===== src/rtl/ccsds_turbo_dec_depunct.sv =====
// ---------------------------------------------------------------------------
// ccsds_turbo_dec_depunct
//
// Front end of the CCSDS turbo decoder. It takes one trellis step of received
// soft symbols per accept, re-inserts erasures (0) for the streams the
// encoder's puncturing did not transmit, and emits a fixed six-symbol bundle
// {0a,1a,2a,3a,1b,3b}. It also tags each bundle with start-of-frame,
// end-of-frame and termination (tail) flags. Bundles pass through a 2-entry
// skid FIFO, so an accepted step appears one cycle later when the FIFO is
// empty.
//
// Parameters
//   K     information bits per frame (frame = K+4 trellis steps)
//   RATE  inverse code rate: 2, 3, 4 or 6
//   SW    soft symbol width (signed two's complement)
//
// Ports
//   clk          rising-edge clock
//   rstn         asynchronous active-low reset
//   i_flush      synchronous abort of the current frame
//   i_data       RATE symbols of one step, MSB-first in transmit order
//   i_valid      i_data valid
//   i_ready      a step can be accepted
//   o_llr        {0a,1a,2a,3a,1b,3b}, MSB-first
//   o_valid      o_llr valid
//   o_ready      downstream accepts the bundle
//   o_sop        bundle is step 0
//   o_eop        bundle is step K+3
//   o_tail       bundle is a termination step (K..K+3)
//   o_frame_cnt  completed frames, wrapping at 16 bits
//
// Build option
//   DEPUNCT_FRAME_CNT_EN  when defined, o_frame_cnt counts consumed end-of-frame
//                         bundles; otherwise it is tied to 0 and has no register.
// ---------------------------------------------------------------------------
module ccsds_turbo_dec_depunct #(
    parameter int K    = 8160,
    parameter int RATE = 2,
    parameter int SW   = 4
) (
    input  logic                 clk,
    input  logic                 rstn,
    input  logic                 i_flush,
    input  logic [RATE*SW-1:0]   i_data,
    input  logic                 i_valid,
    output logic                 i_ready,
    output logic [6*SW-1:0]      o_llr,
    output logic                 o_valid,
    input  logic                 o_ready,
    output logic                 o_sop,
    output logic                 o_eop,
    output logic                 o_tail,
    output logic [15:0]          o_frame_cnt
);

    localparam int CW = $clog2(K + 4);
    localparam logic [CW-1:0] LAST_STEP = CW'(K + 3);
    localparam logic [CW-1:0] LAST_DATA = CW'(K - 1);

    typedef enum logic [1:0] {IDLE, DATA, TAIL} state_t;

    typedef struct packed {
        logic [6*SW-1:0] llr;
        logic            sop;
        logic            eop;
        logic            tail;
    } entry_t;

    state_t          state, state_next;
    logic [CW-1:0]   step_cnt;
    logic            ready_en;
    logic            accept, consume;
    entry_t          new_entry;
    entry_t          fifo_mem [2];
    entry_t          head;
    logic            wr_ptr, rd_ptr;
    logic [1:0]      count;

    logic [SW-1:0]   sym [RATE];
    logic [SW-1:0]   s0a, s1a, s2a, s3a, s1b, s3b;

    // ready_en keeps i_ready low during reset and raises it on the first edge
    // after release.
    always_ff @(posedge clk or negedge rstn) begin
        if (!rstn) ready_en <= 1'b0;
        else       ready_en <= 1'b1;
    end

    assign i_ready = ready_en && (count < 2'd2);
    assign o_valid = (count != 2'd0);
    assign accept  = i_valid && i_ready;
    assign consume = o_valid && o_ready;

    // Split i_data into symbols; sym[0] is the first one transmitted (MSBs).
    for (genvar i = 0; i < RATE; i++) begin : g_sym
        assign sym[i] = i_data[(RATE-i)*SW-1 -: SW];
    end

    // Depuncturing map per code rate; streams that were not sent become 0.
    if (RATE == 2) begin : g_rate2
        // Rate 1/2 alternates the second symbol between streams 1a and 1b.
        // The parity restarts at 0 on every frame, independent of K's parity.
        logic parity;
        always_ff @(posedge clk or negedge rstn) begin
            if (!rstn)        parity <= 1'b0;
            else if (i_flush) parity <= 1'b0;
            else if (accept)  parity <= (step_cnt == LAST_STEP) ? 1'b0 : ~parity;
        end
        assign s0a = sym[0];
        assign s1a = parity ? '0 : sym[1];
        assign s1b = parity ? sym[1] : '0;
        assign s2a = '0;
        assign s3a = '0;
        assign s3b = '0;
    end else if (RATE == 3) begin : g_rate3
        assign s0a = sym[0];
        assign s1a = sym[1];
        assign s1b = sym[2];
        assign s2a = '0;
        assign s3a = '0;
        assign s3b = '0;
    end else if (RATE == 4) begin : g_rate4
        assign s0a = sym[0];
        assign s2a = sym[1];
        assign s3a = sym[2];
        assign s1b = sym[3];
        assign s1a = '0;
        assign s3b = '0;
    end else begin : g_rate6
        assign s0a = sym[0];
        assign s1a = sym[1];
        assign s2a = sym[2];
        assign s3a = sym[3];
        assign s1b = sym[4];
        assign s3b = sym[5];
    end

    // FSM state register and step counter; flush abandons the frame.
    always_ff @(posedge clk or negedge rstn) begin
        if (!rstn) begin
            state    <= IDLE;
            step_cnt <= '0;
        end else if (i_flush) begin
            state    <= IDLE;
            step_cnt <= '0;
        end else begin
            state <= state_next;
            if (accept)
                step_cnt <= (step_cnt == LAST_STEP) ? '0 : step_cnt + CW'(1);
        end
    end

    // Next-state logic: frame phases advance only on accepted steps.
    always_comb begin
        state_next = state;
        unique case (state)
            IDLE: if (accept) state_next = (step_cnt == LAST_DATA) ? TAIL : DATA;
            DATA: if (accept && step_cnt == LAST_DATA) state_next = TAIL;
            TAIL: if (accept && step_cnt == LAST_STEP) state_next = IDLE;
            default: state_next = IDLE;
        endcase
    end

    // Output logic: build the FIFO entry for the step being offered.
    always_comb begin
        new_entry      = '0;
        new_entry.llr  = {s0a, s1a, s2a, s3a, s1b, s3b};
        new_entry.sop  = (state == IDLE);
        new_entry.tail = (state == TAIL);
        new_entry.eop  = (state == TAIL) && (step_cnt == LAST_STEP);
    end

    // Two-entry skid FIFO. Accept and consume in one cycle leave count as is;
    // an accept during flush is dropped.
    always_ff @(posedge clk or negedge rstn) begin
        if (!rstn) begin
            for (int i = 0; i < 2; i++) fifo_mem[i] <= '0;
            wr_ptr <= 1'b0;
            rd_ptr <= 1'b0;
            count  <= 2'd0;
        end else if (i_flush) begin
            wr_ptr <= 1'b0;
            rd_ptr <= 1'b0;
            count  <= 2'd0;
        end else begin
            if (accept) begin
                fifo_mem[wr_ptr] <= new_entry;
                wr_ptr           <= ~wr_ptr;
            end
            if (consume) rd_ptr <= ~rd_ptr;
            unique case ({accept, consume})
                2'b10:   count <= count + 2'd1;
                2'b01:   count <= count - 2'd1;
                default: count <= count;
            endcase
        end
    end

    assign head   = fifo_mem[rd_ptr];
    assign o_llr  = o_valid ? head.llr : '0;
    assign o_sop  = o_valid && head.sop;
    assign o_eop  = o_valid && head.eop;
    assign o_tail = o_valid && head.tail;

`ifdef DEPUNCT_FRAME_CNT_EN
    // A frame counts as complete when its end-of-frame bundle is consumed.
    logic [15:0] frame_cnt;
    always_ff @(posedge clk or negedge rstn) begin
        if (!rstn)                frame_cnt <= 16'd0;
        else if (consume && o_eop) frame_cnt <= frame_cnt + 16'd1;
    end
    assign o_frame_cnt = frame_cnt;
`else
    assign o_frame_cnt = 16'd0;
`endif

endmodule


===== config.mk =====
export PLATFORM = sky130hd
export DESIGN_NAME = ccsds_turbo_dec_depunct
export DESIGN_NICKNAME = d
export VERILOG_FILES = /design/src/rtl/ccsds_turbo_dec_depunct.sv
export SDC_FILE = /design/constraint.sdc
export NUM_CORES = 1
export LEC_CHECK = 0
export ABC_AREA = 1
export CAP_MARGIN = 20
export CORE_ASPECT_RATIO = 1.2
export CORE_MARGIN = 2
export CORE_UTILIZATION = 44
export DETAILED_ROUTE_END_ITERATION = 10
export HOLD_SLACK_MARGIN = 0.08
export PLACE_DENSITY = 0.77
export SETUP_SLACK_MARGIN = 0.4
export SLEW_MARGIN = 10
export SYNTH_ARGS = -nofsm -noshare
export SYNTH_HDL_FRONTEND = slang
export SYNTH_SLANG_ARGS = --single-unit

===== constraint.sdc =====
create_clock -name clk -period 2.1 [get_ports clk]
set_input_delay 0.63 -clock clk [delete_from_list [all_inputs] [get_ports clk]]
set_output_delay 0.63 -clock clk [all_outputs]
set_load 0.01 [all_outputs]

==> results.py <==
metrics = {
    "timing": {
        "rsz0062_at_grt": "true",
        "final-max-slew-violation-count": 0,
        "fin_setup_tns_ps": 0,
        "max_freq_ghz": 0.4980,
        "fin_crit_ps": 2008,
        "setup_viol": 0,
        "timing_hold_violations_final": 0,
        "worst_clock_skew_ps": 12.72,
        "finalCritPeriodShare_pct": 95.62,
    },
    "clock_network": {
        "clock-root-buffer": "sky130_fd_sc_hd__clkbuf_8",
        "clock_net_sink_count": 51,
        "h_tree_depth": 2,
        "max-clock-path-buffers": 2,
        "cts.clk_slew.worst_paths_ps": 100,
        "cts_tree": "done",
        "numCtsBuffers": 5,
        "worstSkewPairLatency_ps": 310,
    },
    "drt": {
        "drt-total-wl_um": 6872,
        "drt-wirelength-per-cell_um": 13.58,
        "num_vias": 2531,
        "postRouteAntennaNets": 0,
        "drt_iter0_drc": 147,
        "first_pass_iters": 4,
        "avgViaCountPerCell": 5.002,
        "drcViolationCount": 0,
    },
    "worst_setup_path": {
        "timing.setup.critical_path_class": "reg2out",
        "worstPathMaxFanout": 5,
        "worstSetupStartpoint": "rd_ptr",
        "regToRegEndpoint": "fifo_mem[27]",
        "max_stage_delay_ps": 490,
        "crit_path_start_kind": "flop",
        "r2r-start": "count[1]",
        "r2r.worst_path.cells": 11,
        "setup.worst_path.end_class": "output port",
        "critPathCapture": "o_llr[21]",
        "r2r_setup_slack_ps": 300,
        "critical_path.slowest_cell": "sky130_fd_sc_hd__dfrtp_2",
        "crit_arrival_ps": 1380,
        "critPathRequiredTime_ps": 1470,
        "crit_chain": "buf_6 -> clkinv_8 -> nand2_4 -> a21oi_2 -> buf_2",
    },
    "placement": {
        "numPortBuffers": 29,
        "place.gp.congestion": 0.8168,
        "placed_area_sq_mm": 0.003174,
        "place.detailed.hpwl_um": 4093,
    },
    "yosys": {
        "syn-instance-count": 367,
        "synthTopCellsByArea": "sky130_fd_sc_hd__dfrtp_1 (45%), sky130_fd_sc_hd__nand2_1 (15%), sky130_fd_sc_hd__buf_4 (7.5%)",
        "post-synth-top-area-cell": "sky130_fd_sc_hd__dfrtp_1",
        "ys_seq_elements": 51,
        "synthesis.area_sq_mm": 0.002813,
        "yosys.area.top_type_share_pct": 45.37,
        "synth_cell_type_count": 30,
        "yosysWarningCount": 0,
        "postSynthAreaPerCell_sq_um": 7.664,
        "yosysSeqAreaShare_pct": 45.37,
    },
    "cells_and_area": {
        "syn_to_final_growth_pct": 29.76,
        "stdcell_area_sq_mm": 0.003650,
        "layout.core_utilization_pct": 59.55,
        "final_layout_size_suffix_gt1_share_pct": 25.94,
        "layout_commonest_cell": "sky130_fd_sc_hd__nand2_1",
        "finalNetCount": 437,
        "insertedDiodeCount": 0,
        "layout.cells.most_common_list": "sky130_fd_sc_hd__nand2_1 (103), sky130_fd_sc_hd__dfrtp_1 (50), sky130_fd_sc_hd__inv_1 (34)",
    },
    "power": {
        "power_density_mw_per_mm2": 676.2,
        "ir_drop_mv": 0.3138,
        "design_power_total_mw": 2.468,
        "leakage_nw": 1.787,
    },
    "hold_path": {
        "timing.hold.worst.class": "in2async",
    },
    "die": {
        "floorplan.die.height_um": 91.59,
        "x_dimension_of_the_die_um": 76.99,
        "boundary_pin_count": 58,
        "cell_row_count": 31,
        "coreArea_sq_mm": 0.006128,
        "die_area_sq_mm": 0.007051,
        "start_util_pct": 45.90,
    },
    "global_route": {
        "grt_util_all_layers_pct": 19.49,
        "grt_overflow_total": 0,
        "via_count_of_the_first_global_routing_pass": 2331,
        "largest_net_degree_at_the_start_of_global_routing": 35,
        "wire_length_of_the_first_global_routing_pass_um": 10970,
        "antenna_found_initial": 0,
    },
    "job": {
        "drv.max_cap_violation_count": 0,
    },
    "run_status": {
        "status": "finished, final reports clean",
    },
}
==> what timing repair did <==
| item | 4_1_cts | 5_1_grt |
|---|---|---|
| buffers inserted | 7 | 8 |
| cloned | 3 | 2 |
| resized for setup | 91 | 53 |
| endpoints found under the setup margin | 19 | 22 |
| hold buffers | 0 | 0 |
| pin swaps | 2 | 14 |
==> area by class of cell <==
| class | count | area [sq um] |
|---|---|---|
| clock buffers | 6 | 82.58 |
| clock inverters | 2 | 16.27 |
| fillers | 532 | 2479 |
| inverters | 41 | 186.4 |
| multi-input cells | 266 | 1410 |
| flip-flops and latches | 51 | 1277 |
| well taps | 82 | 102.6 |
| repair buffers | 56 | 558.0 |
| repair inverters | 2 | 16.27 |
==> critical path: cells and delay by family (launching register included) <==
kind | cells | cell delay [ps]
and+or+nand+nor | 1 | 40
AOI/OAI and AO/OA | 1 | 150
buffers and inverters | 3 | 390
DFF | 1 | 490
==> worst min-delay path by stage <==
stage                 start           end  slack, ps
2_1_floorplan          rstn      count[0]        330
3_3_place_gp   fifo_mem[46]  fifo_mem[46]        460
3_5_place_dp   fifo_mem[49]  fifo_mem[49]        460
4_1_cts                rstn  fifo_mem[28]        280
5_1_grt                rstn  fifo_mem[28]        290
6_report               rstn  fifo_mem[48]        270
==> per-layer routing <==
layer  track usage, %  vias to the layer above  part of all wire, %
li1                 -                     1216                    -
met1            22.95                     1211                   39
met2            34.72                       85                   54
met3            3.181                       19                  4.1
met4            8.631                        0                  2.3
met5                0                        -                    0
==> synthesized netlist by cell type, drive strengths merged <==
cell type / instances
a21oi: 18
buf: 32
clkbuf: 4
clkinv: 1
conb: 2
dfrtp: 51
ha: 1
inv: 40
nand2: 121
nand3: 17
nand4: 4
nor2: 26
nor3: 1
o21ai: 40
o21bai: 3
o22ai: 3
xnor2: 1
xor2: 2
==> where the power goes <==
group / total (mW) / switching (mW) / internal (mW)
sequential: 1.21 / 0.0903 / 1.12
clock: 0.603 / 0.333 / 0.270
combinational: 0.659 / 0.380 / 0.280
total: 2.47 / 0.804 / 1.66
==> logic make-up after synthesis <==
group / Yosys count / synth area share (%)
and+or+nand+nor: 169 / 26.91
DFF: 51 / 45.37
buffers and inverters: 77 / 14.28
AOI/OAI and AO/OA: 64 / 11.79
xor gates and xnor gates: 3 / 0.9343
other: 2 / 0.2670
adders and majority gates: 1 / 0.4448
==> state kept, by name, indices dropped and copies added (netlist names) <==
| register | cells |
|---|---|
| g_rate2.parity | 1 |
| step_cnt | 13 |
| fifo_mem | 30 |
| rd_ptr | 1 |
| wr_ptr | 1 |
| count | 2 |
| ready_en | 1 |
| state | 2 |
==> stage by stage <==
stage | hold slack (ps) | setup slack [ps] | cells
6_report | 268.8 | 92.08 | 506
5_1_grt | 286.4 | 53.48 | 506
4_1_cts | 276.9 | 112.3 | 496
3_5_place_dp | 460.5 | 15.40 | 478
3_3_place_gp | 458.1 | 95.37 | 478
2_1_floorplan | 334.4 | 464.5 | 394
No activity file was read; power rests on OpenSTA's default activity.
